--- src/rtl/alu_arbiter.sv ---
// Two-requester round-robin front end for one shared ALU: one operation in flight, fixed ALU latency.
// Optional macro ALU_ARB_OPCHECK_EN rejects unsupported opcodes with an error response.
module alu_arbiter #(
  parameter int unsigned ALU_LAT = 1
) (
  input  logic        Clock,
  input  logic        Reset,
  input  logic        Req0Valid,
  input  logic        Req1Valid,
  input  logic [5:0]  Req0OPCode,
  input  logic [5:0]  Req1OPCode,
  input  logic [31:0] Req0DataA,
  input  logic [31:0] Req0DataB,
  input  logic [31:0] Req1DataA,
  input  logic [31:0] Req1DataB,
  output logic        Req0Ready,
  output logic        Req1Ready,
  output logic [5:0]  AluOPCode,
  output logic [31:0] AluDataA,
  output logic [31:0] AluDataB,
  input  logic [31:0] AluResultC,
  input  logic [3:0]  AluStatus,
  output logic        RespValid,
  output logic        RespId,
  output logic [31:0] RespResultC,
  output logic [3:0]  RespStatus,
  output logic        RespError,
  input  logic        RespReady
);

  // state  | meaning
  // IDLE   | no operation in flight; arbitrate and grant
  // ISSUE  | operands launched to the ALU this cycle
  // WAIT   | counting down the ALU latency
  // RESP   | response held until the consumer accepts
  typedef enum logic [1:0] {IDLE, ISSUE, WAIT, RESP} state_t;

  state_t      state_q, state_d;
  logic        ptr_q, ptr_d;
  logic        own_q, own_d;
  logic [3:0]  cnt_q, cnt_d;
  logic [5:0]  alu_op_q, alu_op_d;
  logic [31:0] alu_a_q, alu_a_d;
  logic [31:0] alu_b_q, alu_b_d;
  logic        resp_valid_q, resp_valid_d;
  logic        resp_id_q, resp_id_d;
  logic [31:0] resp_c_q, resp_c_d;
  logic [3:0]  resp_s_q, resp_s_d;
  logic        resp_err_q, resp_err_d;

  logic        grant_any, grant_id, op_ok;
  logic [5:0]  op_sel;
  logic [31:0] a_sel, b_sel;

  always_comb begin
    grant_any = Req0Valid | Req1Valid;
    // preferred requester wins; the other only when the preferred one is idle
    grant_id  = ptr_q ? Req1Valid : ~Req0Valid;
    op_sel    = grant_id ? Req1OPCode : Req0OPCode;
    a_sel     = grant_id ? Req1DataA  : Req0DataA;
    b_sel     = grant_id ? Req1DataB  : Req0DataB;
`ifdef ALU_ARB_OPCHECK_EN
    op_ok = op_sel inside {6'b010000, 6'b010001, 6'b010010, 6'b010011, 6'b001100, 6'b001101};
`else
    op_ok = 1'b1;
`endif
  end

  assign Req0Ready = ~Reset & (state_q == IDLE) & grant_any & ~grant_id;
  assign Req1Ready = ~Reset & (state_q == IDLE) & grant_any &  grant_id;

  always_comb begin
    state_d      = state_q;
    ptr_d        = ptr_q;
    own_d        = own_q;
    cnt_d        = cnt_q;
    alu_op_d     = alu_op_q;
    alu_a_d      = alu_a_q;
    alu_b_d      = alu_b_q;
    resp_valid_d = resp_valid_q;
    resp_id_d    = resp_id_q;
    resp_c_d     = resp_c_q;
    resp_s_d     = resp_s_q;
    resp_err_d   = resp_err_q;
    unique case (state_q)
      IDLE: begin
        if (grant_any) begin
          ptr_d = ~grant_id;
          own_d = grant_id;
          if (op_ok) begin
            alu_op_d = op_sel;
            alu_a_d  = a_sel;
            alu_b_d  = b_sel;
            state_d  = ISSUE;
          end else begin
            // rejected opcode: ALU never sees it, answer immediately
            resp_valid_d = 1'b1;
            resp_id_d    = grant_id;
            resp_c_d     = '0;
            resp_s_d     = '0;
            resp_err_d   = 1'b1;
            state_d      = RESP;
          end
        end
      end
      ISSUE: begin
        cnt_d   = 4'(ALU_LAT - 1);
        state_d = WAIT;
      end
      WAIT: begin
        if (cnt_q == 4'd0) begin
          resp_valid_d = 1'b1;
          resp_id_d    = own_q;
          resp_c_d     = AluResultC;
          resp_s_d     = AluStatus;
          resp_err_d   = 1'b0;
          state_d      = RESP;
        end else begin
          cnt_d = cnt_q - 4'd1;
        end
      end
      RESP: begin
        if (RespReady) begin
          resp_valid_d = 1'b0;
          state_d      = IDLE;
        end
      end
      default: state_d = IDLE;
    endcase
  end

  always_ff @(posedge Clock) begin
    if (Reset) begin
      state_q      <= IDLE;
      ptr_q        <= 1'b0;
      own_q        <= 1'b0;
      cnt_q        <= '0;
      alu_op_q     <= '0;
      alu_a_q      <= '0;
      alu_b_q      <= '0;
      resp_valid_q <= 1'b0;
      resp_id_q    <= 1'b0;
      resp_c_q     <= '0;
      resp_s_q     <= '0;
      resp_err_q   <= 1'b0;
    end else begin
      state_q      <= state_d;
      ptr_q        <= ptr_d;
      own_q        <= own_d;
      cnt_q        <= cnt_d;
      alu_op_q     <= alu_op_d;
      alu_a_q      <= alu_a_d;
      alu_b_q      <= alu_b_d;
      resp_valid_q <= resp_valid_d;
      resp_id_q    <= resp_id_d;
      resp_c_q     <= resp_c_d;
      resp_s_q     <= resp_s_d;
      resp_err_q   <= resp_err_d;
    end
  end

  assign AluOPCode   = alu_op_q;
  assign AluDataA    = alu_a_q;
  assign AluDataB    = alu_b_q;
  assign RespValid   = resp_valid_q;
  assign RespId      = resp_id_q;
  assign RespResultC = resp_c_q;
  assign RespStatus  = resp_s_q;
`ifdef ALU_ARB_OPCHECK_EN
  assign RespError   = resp_err_q;
`else
  assign RespError   = 1'b0;
`endif

endmodule

--- config.mk ---
export PLATFORM = sky130hd
export DESIGN_NAME = alu_arbiter
export DESIGN_NICKNAME = d
export VERILOG_FILES = /design/src/rtl/alu_arbiter.sv
export SDC_FILE = /design/constraint.sdc
export NUM_CORES = 1
export LEC_CHECK = 0
export CAP_MARGIN = 20
export CORE_AREA = 4 4 166 88
export DETAILED_ROUTE_END_ITERATION = 10
export DIE_AREA = 0 0 170 92
export PLACE_DENSITY = 0.79
export RECOVER_POWER = 25
export SYNTH_ARGS = -nofsm -noshare
export SYNTH_HDL_FRONTEND = slang
export SYNTH_SLANG_ARGS = --single-unit
--- constraint.sdc ---
create_clock -name Clock -period 2.2 [get_ports Clock]
set_input_delay 0.33 -clock Clock [delete_from_list [all_inputs] [get_ports Clock]]
set_output_delay 0.33 -clock Clock [all_outputs]
set_load 0.02 [all_outputs]
==> results of run 1 <==
==> layout make-up <==
class / count / area [um2]
clock inverter: 13 / 195
sequential: 116 / 2320
fill: 1049 / 4660
tap: 176 / 220
multi-input combinational: 361 / 2230
timing repair buffer: 310 / 3070
clock buffer: 19 / 453
inverter: 5 / 18.8
==> sequential cells by signal, summed over array words and instances (netlist names) <==
| signal | count |
|---|---|
| AluDataA | 32 |
| RespValid | 1 |
| state_q | 2 |
| ptr_q | 1 |
| RespStatus | 4 |
| RespResultC | 32 |
| cnt_q | 4 |
| own_q | 1 |
| AluDataB | 32 |
| AluOPCode | 6 |
| RespId | 1 |
==> cells in the mapped netlist, types with 2 or more instances <==
library cell | count | area [um2]
o21ai_0 | 34 | 170
a311oi_1 | 30 | 263
dfxtp_1 | 116 | 2320
clkbuf_1 | 35 | 131
a221o_1 | 41 | 410
nor3b_1 | 40 | 300
mux2i_1 | 2 | 20.0
nand3_1 | 32 | 160
nor2_1 | 33 | 124
nor2b_1 | 3 | 18.8
inv_1 | 5 | 18.8
nand2_1 | 76 | 285
a21oi_1 | 42 | 210
a21o_1 | 2 | 15.0
buf_1 | 2 | 7.51
nand3b_1 | 2 | 15.0
nand2b_1 | 5 | 31.3
buf_2 | 18 | 90.1
ha_1 | 6 | 75.1
==> worst register-to-register path, delay by kind of cell, from the launching register on <==
kind,cells,cell delay (ns)
buf+inv,3,0.78
compound gates,2,0.45
flops,1,0.34
fa+ha+maj,1,0.24
simple gates,1,0.14
==> layer usage <==
metal	global-route usage	vias to the layer above
li1	-	2510
met1	0.266	2514
met2	0.391	217
met3	0.0767	26
met4	0.0704	0
met5	0	-
==> cells by family (layout without fill, tap and decap cells) <==
group / count (synthesis) / in the layout
flops: 116 / 116
mux: 2 / 2
other cells: 1 / 1
buf+inv: 61 / 347
fa+ha+maj: 6 / 6
simple gates: 198 / 198
compound gates: 154 / 154
==> per-stage QoR <==
step	utilization	hold WS, ns
2_1_floorplan	-	0.426
3_3_place_gp	0.598	0.441
3_5_place_dp	0.598	0.446
4_1_cts	0.647	0.445
5_1_grt	0.646	0.467
6_report	0.646	0.449
==> path summary, 6_finish.rpt <==
path | start | end | slack (ns) | cells after the start
max | state_q[0] | Req0Ready | 0.1 | 5
min | RespResultC[1] | RespResultC[1] | 0.45 | 2
min reg2reg | RespResultC[1] | RespResultC[1] | 0.45 | 2
max reg2reg | state_q[0] | AluDataA[10] | 0.15 | 7
==> power by group <==
group	switching, mW	internal (mW)	total, mW
sequential	0.289	2.65	2.94
clock	1.06	1.97	3.03
combinational	2.11	1.77	3.88
==> timing repair <==
| action | 4_1_cts | 5_1_grt |
|---|---|---|
| resized for setup | 2 | 0 |
| endpoints found under the setup margin | 2 | 0 |
| hold buffers | 0 | 0 |
==> reports/results.ini, run 1 <==
[outcome]
status = completed

[critical_path]
crit_required_ns = 1.87
cp_top_family = buffers and inverters
cp_slowest_cell = dlygate4sd2_1
critPathBufInv = 2
cp.arrival_ns = 1.77
cp-start-kind = register
endpoint_kind = primary output
worstSetupPathType = reg -> out
crit_chain = inv_1 -> ha_1 -> nand3b_1 -> a21oi_4 -> dlygate4sd2_1
slowest_delay_ns = 0.36
path_max_fanout = 4

[synthesis]
yosys.cell_types.count = 33
syn_avg_cell_area_um2 = 8.89
synth_adder_area_share = 0.0157
synthXorXnorAreaFrac = 0
synthArstFlopShare = 0
synth_cells = 538
synth_fp_nets = 725
yosys_warnings = 0
synth_edf_count = 0
synth_simple_gate_area_frac = 0.209
yosysSeqAreaShare = 0.485
synth-seq-cells = 116
synth_mux_area_frac = 0.00418
synth-compound-area-share = 0.231
synth-main-ff-cell = dfxtp_1
netlist_area_um2 = 4780
synth_top_family_by_area = compound AO/OA/AOI/OAI gates

[timing]
layout_min_cycle_time_ns = 2.10
slew_viol_final = 0
worst_slew_pin_slew_ns = 0.889
final.setup.tns_ns = 0
skew_ns = 0.0117
setup_viol = 0
rsz0062_at_grt = false
worst_slew_margin_rel = 0.408
setup_ws_ns = 0.0977
period_share = 0.956
hold_viol_final = 0
max_freq_mhz = 476

[routing]
drt-initial-drc-count = 379
drt_wl_total_um = 18300
drt-met1-wl_um = 7340
first_pass_iters = 5
wl_met3_um = 1640
wl_met2_um = 9010
drc_errors = 0
vias = 5267
wl_per_cell_um = 18.3
topRoutingLayerUsed = met4
postRouteAntennaNets = 0
vias_per_cell = 5.27

[layout]
area_growth_pct = 77.9
nets = 998
final_cell_mix = 236 x clkdlybuf4s50_1, 116 x dfxtp_1, 76 x nand2_1
fin_area_um2 = 8510
antenna_cells = 0
drive_gt1_frac = 0.0728
layout.cells.non_filler = 1000
layout_commonest_cell = clkdlybuf4s50_1

[global_route]
grt_start_max_net_pins = 84
grt_util_all_layers = 0.226
grt_remaining_overflow = 0
grt_pass1_vias = 5397
antenna_found_initial = 0
grt_pass1_wl_um = 28300

[die]
die_x_um = 170
io_pins = 292
start_util = 0.363
rows = 30
core-area_um2 = 13200
fp.dieH_um = 92
die_area_um2 = 15600

[place]
dpl.cell_count = 968
routabilityCongestion = 0.823
dp_worst_setup_slack_ns = 0.0931
port_buffers = 290
hpwl_um = 13400
placed_area_um2 = 7880

[cts]
root_buffer = clkbuf_16
clockBufferDepth = 2
cts_sinks = 116
cts_htree_levels = 4
insertion_delay_ns = 0.41
path_clk_slew_ns = 0.05
numCtsBuffers = 17
cts_setup_buffers = 0
cts_tree = built

[power_and_ir_drop]
peakVddDrop_mv = 0.559
finalPower_mw = 9.85
cellLeakagePower_nw = 3.24
p_per_area_nw_per_um2 = 1160

[flow_run]
maxCapViolCount = 0

[worst_hold_path]
min_path_type = reg -> reg

Power figures use the tool's default switching activity.
==> inputs of run 2 (changes only) <==
--- a/config.mk
+++ b/config.mk
@@ -5,10 +5,10 @@
 export SDC_FILE = /design/constraint.sdc
 export NUM_CORES = 1
 export LEC_CHECK = 0
-export CAP_MARGIN = 20
-export CORE_AREA = 4 4 166 88
+export ABC_AREA = 1
+export CORE_AREA = 4 4 169 89
 export DETAILED_ROUTE_END_ITERATION = 10
-export DIE_AREA = 0 0 170 92
+export DIE_AREA = 0 0 173 93
 export PLACE_DENSITY = 0.79
 export RECOVER_POWER = 25
 export SYNTH_ARGS = -nofsm -noshare
==> run 2 against run 1 <==
Clock power grew 5%; register-to-register slack gained 0.12 ns; critical path depth grew 2; die area grew 2.9%; clock skew shrank 0.0037 ns; cell count grew 17%; non-clock buffer count shrank 9; synthesized cell count grew 31%; sequential cell count is the same; hold slack gained 0.0089 ns; first-iteration DRC count shrank 29%; maximum frequency grew 1.8%.
==> reports/results.ini, run 2 <==
[synthesis]
yosys_warnings = 0  ; unchanged
synth_edf_count = 0  ; unchanged
synth-seq-cells = 116  ; unchanged
yosysSeqAreaShare = 0.460  ; -0.0255
synthTopCellsByCount = 347 x nand2_1, 116 x dfxtp_1, 69 x nand3_1
synthArstFlopShare = 0  ; unchanged
synth-main-ff-cell = dfxtp_1
synth_fp_nets = 892  ; +23%
netlist_area_um2 = 5050  ; +5.5%
synth_most_common_cell = nand2_1
yosys-top-cells-area = dfxtp_1 46%, nand2_1 26%, nand3_1 6.8%
yosys.cell_types.count = 22  ; -33%
yosysTopAreaCell = dfxtp_1
syn_avg_cell_area_um2 = 7.16  ; -19%
synth.top_cell.area_share = 0.460  ; -0.0255
synth_cells = 705  ; +31%

[layout]
antenna_cells = 0  ; unchanged
nets = 1166  ; +17%
fin_area_um2 = 8630  ; +1.4%
area_growth_pct = 70.9
final_cell_mix = 347 x nand2_1, 233 x clkdlybuf4s50_1, 116 x dfxtp_1
seqCellArea_um2 = 2320  ; unchanged
fill_cells = 1181  ; +13%
layout_commonest_cell = nand2_1
multiInputGateArea_um2 = 2360  ; +5.5%
drive_gt1_frac = 0.0776  ; +0.00481

[timing]
layout_min_cycle_time_ns = 2.06  ; -0.0382 ns
setup_ws_ns = 0.136  ; +0.0382 ns
rsz0062_at_grt = false
final.setup.tns_ns = 0  ; unchanged
max_freq_mhz = 484  ; +1.8%
setup_viol = 0  ; unchanged
hold_viol_final = 0  ; unchanged
worst_slew_pin_slew_ns = 0.995  ; +0.106 ns
worst_slew_margin_rel = 0.337  ; -0.0709
slew_viol_final = 0  ; unchanged
period_share = 0.938  ; -0.0174
skew_ns = 0.00796  ; -0.00373 ns

[cts]
numCtsBuffers = 17  ; unchanged
clockBufferDepth = 2  ; unchanged
cts_tree = built
cts_htree_levels = 4  ; unchanged
insertion_delay_ns = 0.40  ; about the same
root_buffer = clkbuf_16
path_clk_slew_ns = 0.06  ; about the same
cts_sinks = 116  ; unchanged

[critical_path]
worstSetupPathType = reg -> out
path_max_fanout = 4  ; unchanged
cp_slowest_cell = dfxtp_1
cp-start-kind = register
slowest_delay_ns = 0.32  ; -0.04 ns
cp.arrival_ns = 1.73  ; -0.04 ns
r2r_start = state_q[0]
endpoint_kind = primary output
crit_required_ns = 1.87  ; about the same
r2r_end = AluDataB[2]
crit_chain = inv_1 -> ha_1 -> inv_1 -> nor2_4 -> nand2_2 -> nor2_4 -> clkdlybuf4s15_1
critPathLaunch = state_q[0]
reg2regPathDepth = 9  ; +2
rrSetupSlack_ns = 0.27  ; +0.12 ns

[routing]
vias = 5454  ; +3.6%
drt_wl_total_um = 17100  ; -6.4%
drt-initial-drc-count = 270  ; -29%
drc_errors = 0  ; unchanged
vias_per_cell = 4.67  ; -11%
wl_per_cell_um = 14.7  ; -20%
postRouteAntennaNets = 0  ; unchanged
first_pass_iters = 5  ; unchanged

[place]
dp_worst_setup_slack_ns = 0.00979  ; -0.0833 ns
hpwl_um = 12500  ; -6.9%
routabilityCongestion = 0.899  ; +9.2%
placed_area_um2 = 7950  ; +0.87%
port_buffers = 290  ; unchanged

[global_route]
grt_pass1_vias = 5323  ; -1.4%
antenna_found_initial = 0  ; unchanged
grt_start_max_net_pins = 82  ; -2.4%
grt_pass1_wl_um = 26500  ; -6.5%
grt_util_all_layers = 0.202  ; -0.0247
grt_remaining_overflow = 0  ; unchanged

[die]
start_util = 0.376  ; +0.0126
fp.dieH_um = 93  ; +1.1%
core-area_um2 = 13400  ; +2.0%
die_area_um2 = 16100  ; +2.9%
rows = 30  ; unchanged
die_x_um = 173  ; +1.8%
io_pins = 292  ; unchanged

[power_and_ir_drop]
peakVddDrop_mv = 0.495  ; -11%
cellLeakagePower_nw = 3.63  ; +12%
p_per_area_nw_per_um2 = 1140  ; -1.1%

[worst_hold_path]
min_path_type = reg -> reg
whs_path_depth = 2  ; unchanged
worstHoldEndpoint = RespStatus[1]
holdCritStartpoint = RespStatus[1]

[outcome]
status = completed

[flow_run]
maxCapViolCount = 0  ; unchanged

-- run 2: cell types whose count changed after synthesis, moves of 12 or more --
| cell | before | now |
|---|---|---|
| a221o_1 | 41 | 0 |
| nor3b_1 | 40 | 0 |
| nand3_1 | 32 | 69 |
| a21oi_2 | 0 | 20 |
| nor2_1 | 33 | 8 |
| nand2_1 | 76 | 347 |
| buf_4 | 1 | 13 |
| a311oi_1 | 30 | 0 |
| o21ai_0 | 34 | 1 |
| clkbuf_1 | 35 | 2 |
| a21oi_1 | 42 | 61 |
-- run 2: report_power, final --
group          internal [mW]  total, mW  switching, mW
combinational           1.61       3.81           2.20
clock                   2.19       3.19           1.00
sequential              2.62       2.87          0.254
-- run 2: critical path, delay by kind of cell (launching register included) --
family	cells	cell delay (ns)
buffers and inverters	3	0.52
flip-flops	1	0.32
AND/OR/NAND/NOR	3	0.31
adder cells (fa/ha/maj)	1	0.19
-- run 2: metrics by stage --
stage	std cells	power (mW)	utilization	hold slack, ns
4_1_cts	1168	10.1	0.642	0.464
6_report	1168	9.88	0.642	0.458
3_3_place_gp	1136	6.76	0.592	0.447
5_1_grt	1168	10.4	0.642	0.475
2_1_floorplan	705	5.20	-	0.439
3_5_place_dp	1136	6.84	0.592	0.454
-- run 2: kinds of logic after synthesis --
group,Yosys count,synth area share
compound gates,83,0.0979
xor+xnor,1,0.00173
fa+ha+maj,6,0.0149
buf+inv,61,0.0736
flops,116,0.460
other cells,1,0.000743
simple gates,437,0.351
-- run 2: worst max-delay path by stage --
stage / to / slack, ns / cells after the start
2_1_floorplan: Req1Ready / 0.68 / 7
3_3_place_gp: Req0Ready / 0.04 / 6
3_5_place_dp: Req1Ready / 0.01 / 6
4_1_cts: Req1Ready / 0.08 / 7
5_1_grt: Req0Ready / 0.01 / 7
6_report: Req0Ready / 0.14 / 7
-- run 2: what timing repair did --
action,4_1_cts,5_1_grt
hold buffers,0,0
buffers inserted,0,0
gates resized for setup,2,3
setup endpoints to repair,2,2
-- run 2: cell type report --
class | instances | share of cell area
Sequential cell | 116 | 0.269
Inverter | 15 | 0.00653
Clock buffer | 20 | 0.0529
Tap cell | 176 | 0.0255
Clock inverter | 12 | 0.0262
Timing Repair Buffer | 301 | 0.347
Multi-Input combinational cell | 528 | 0.273
-- run 2: routing by layer --
metal  vias up  global-route usage  share of wire
met2       149               0.381           0.52
met4         0              0.0790          0.028
met5         -                   0              0
li1       2790                   -              -
met1      2477               0.226           0.41
met3        38              0.0404          0.043
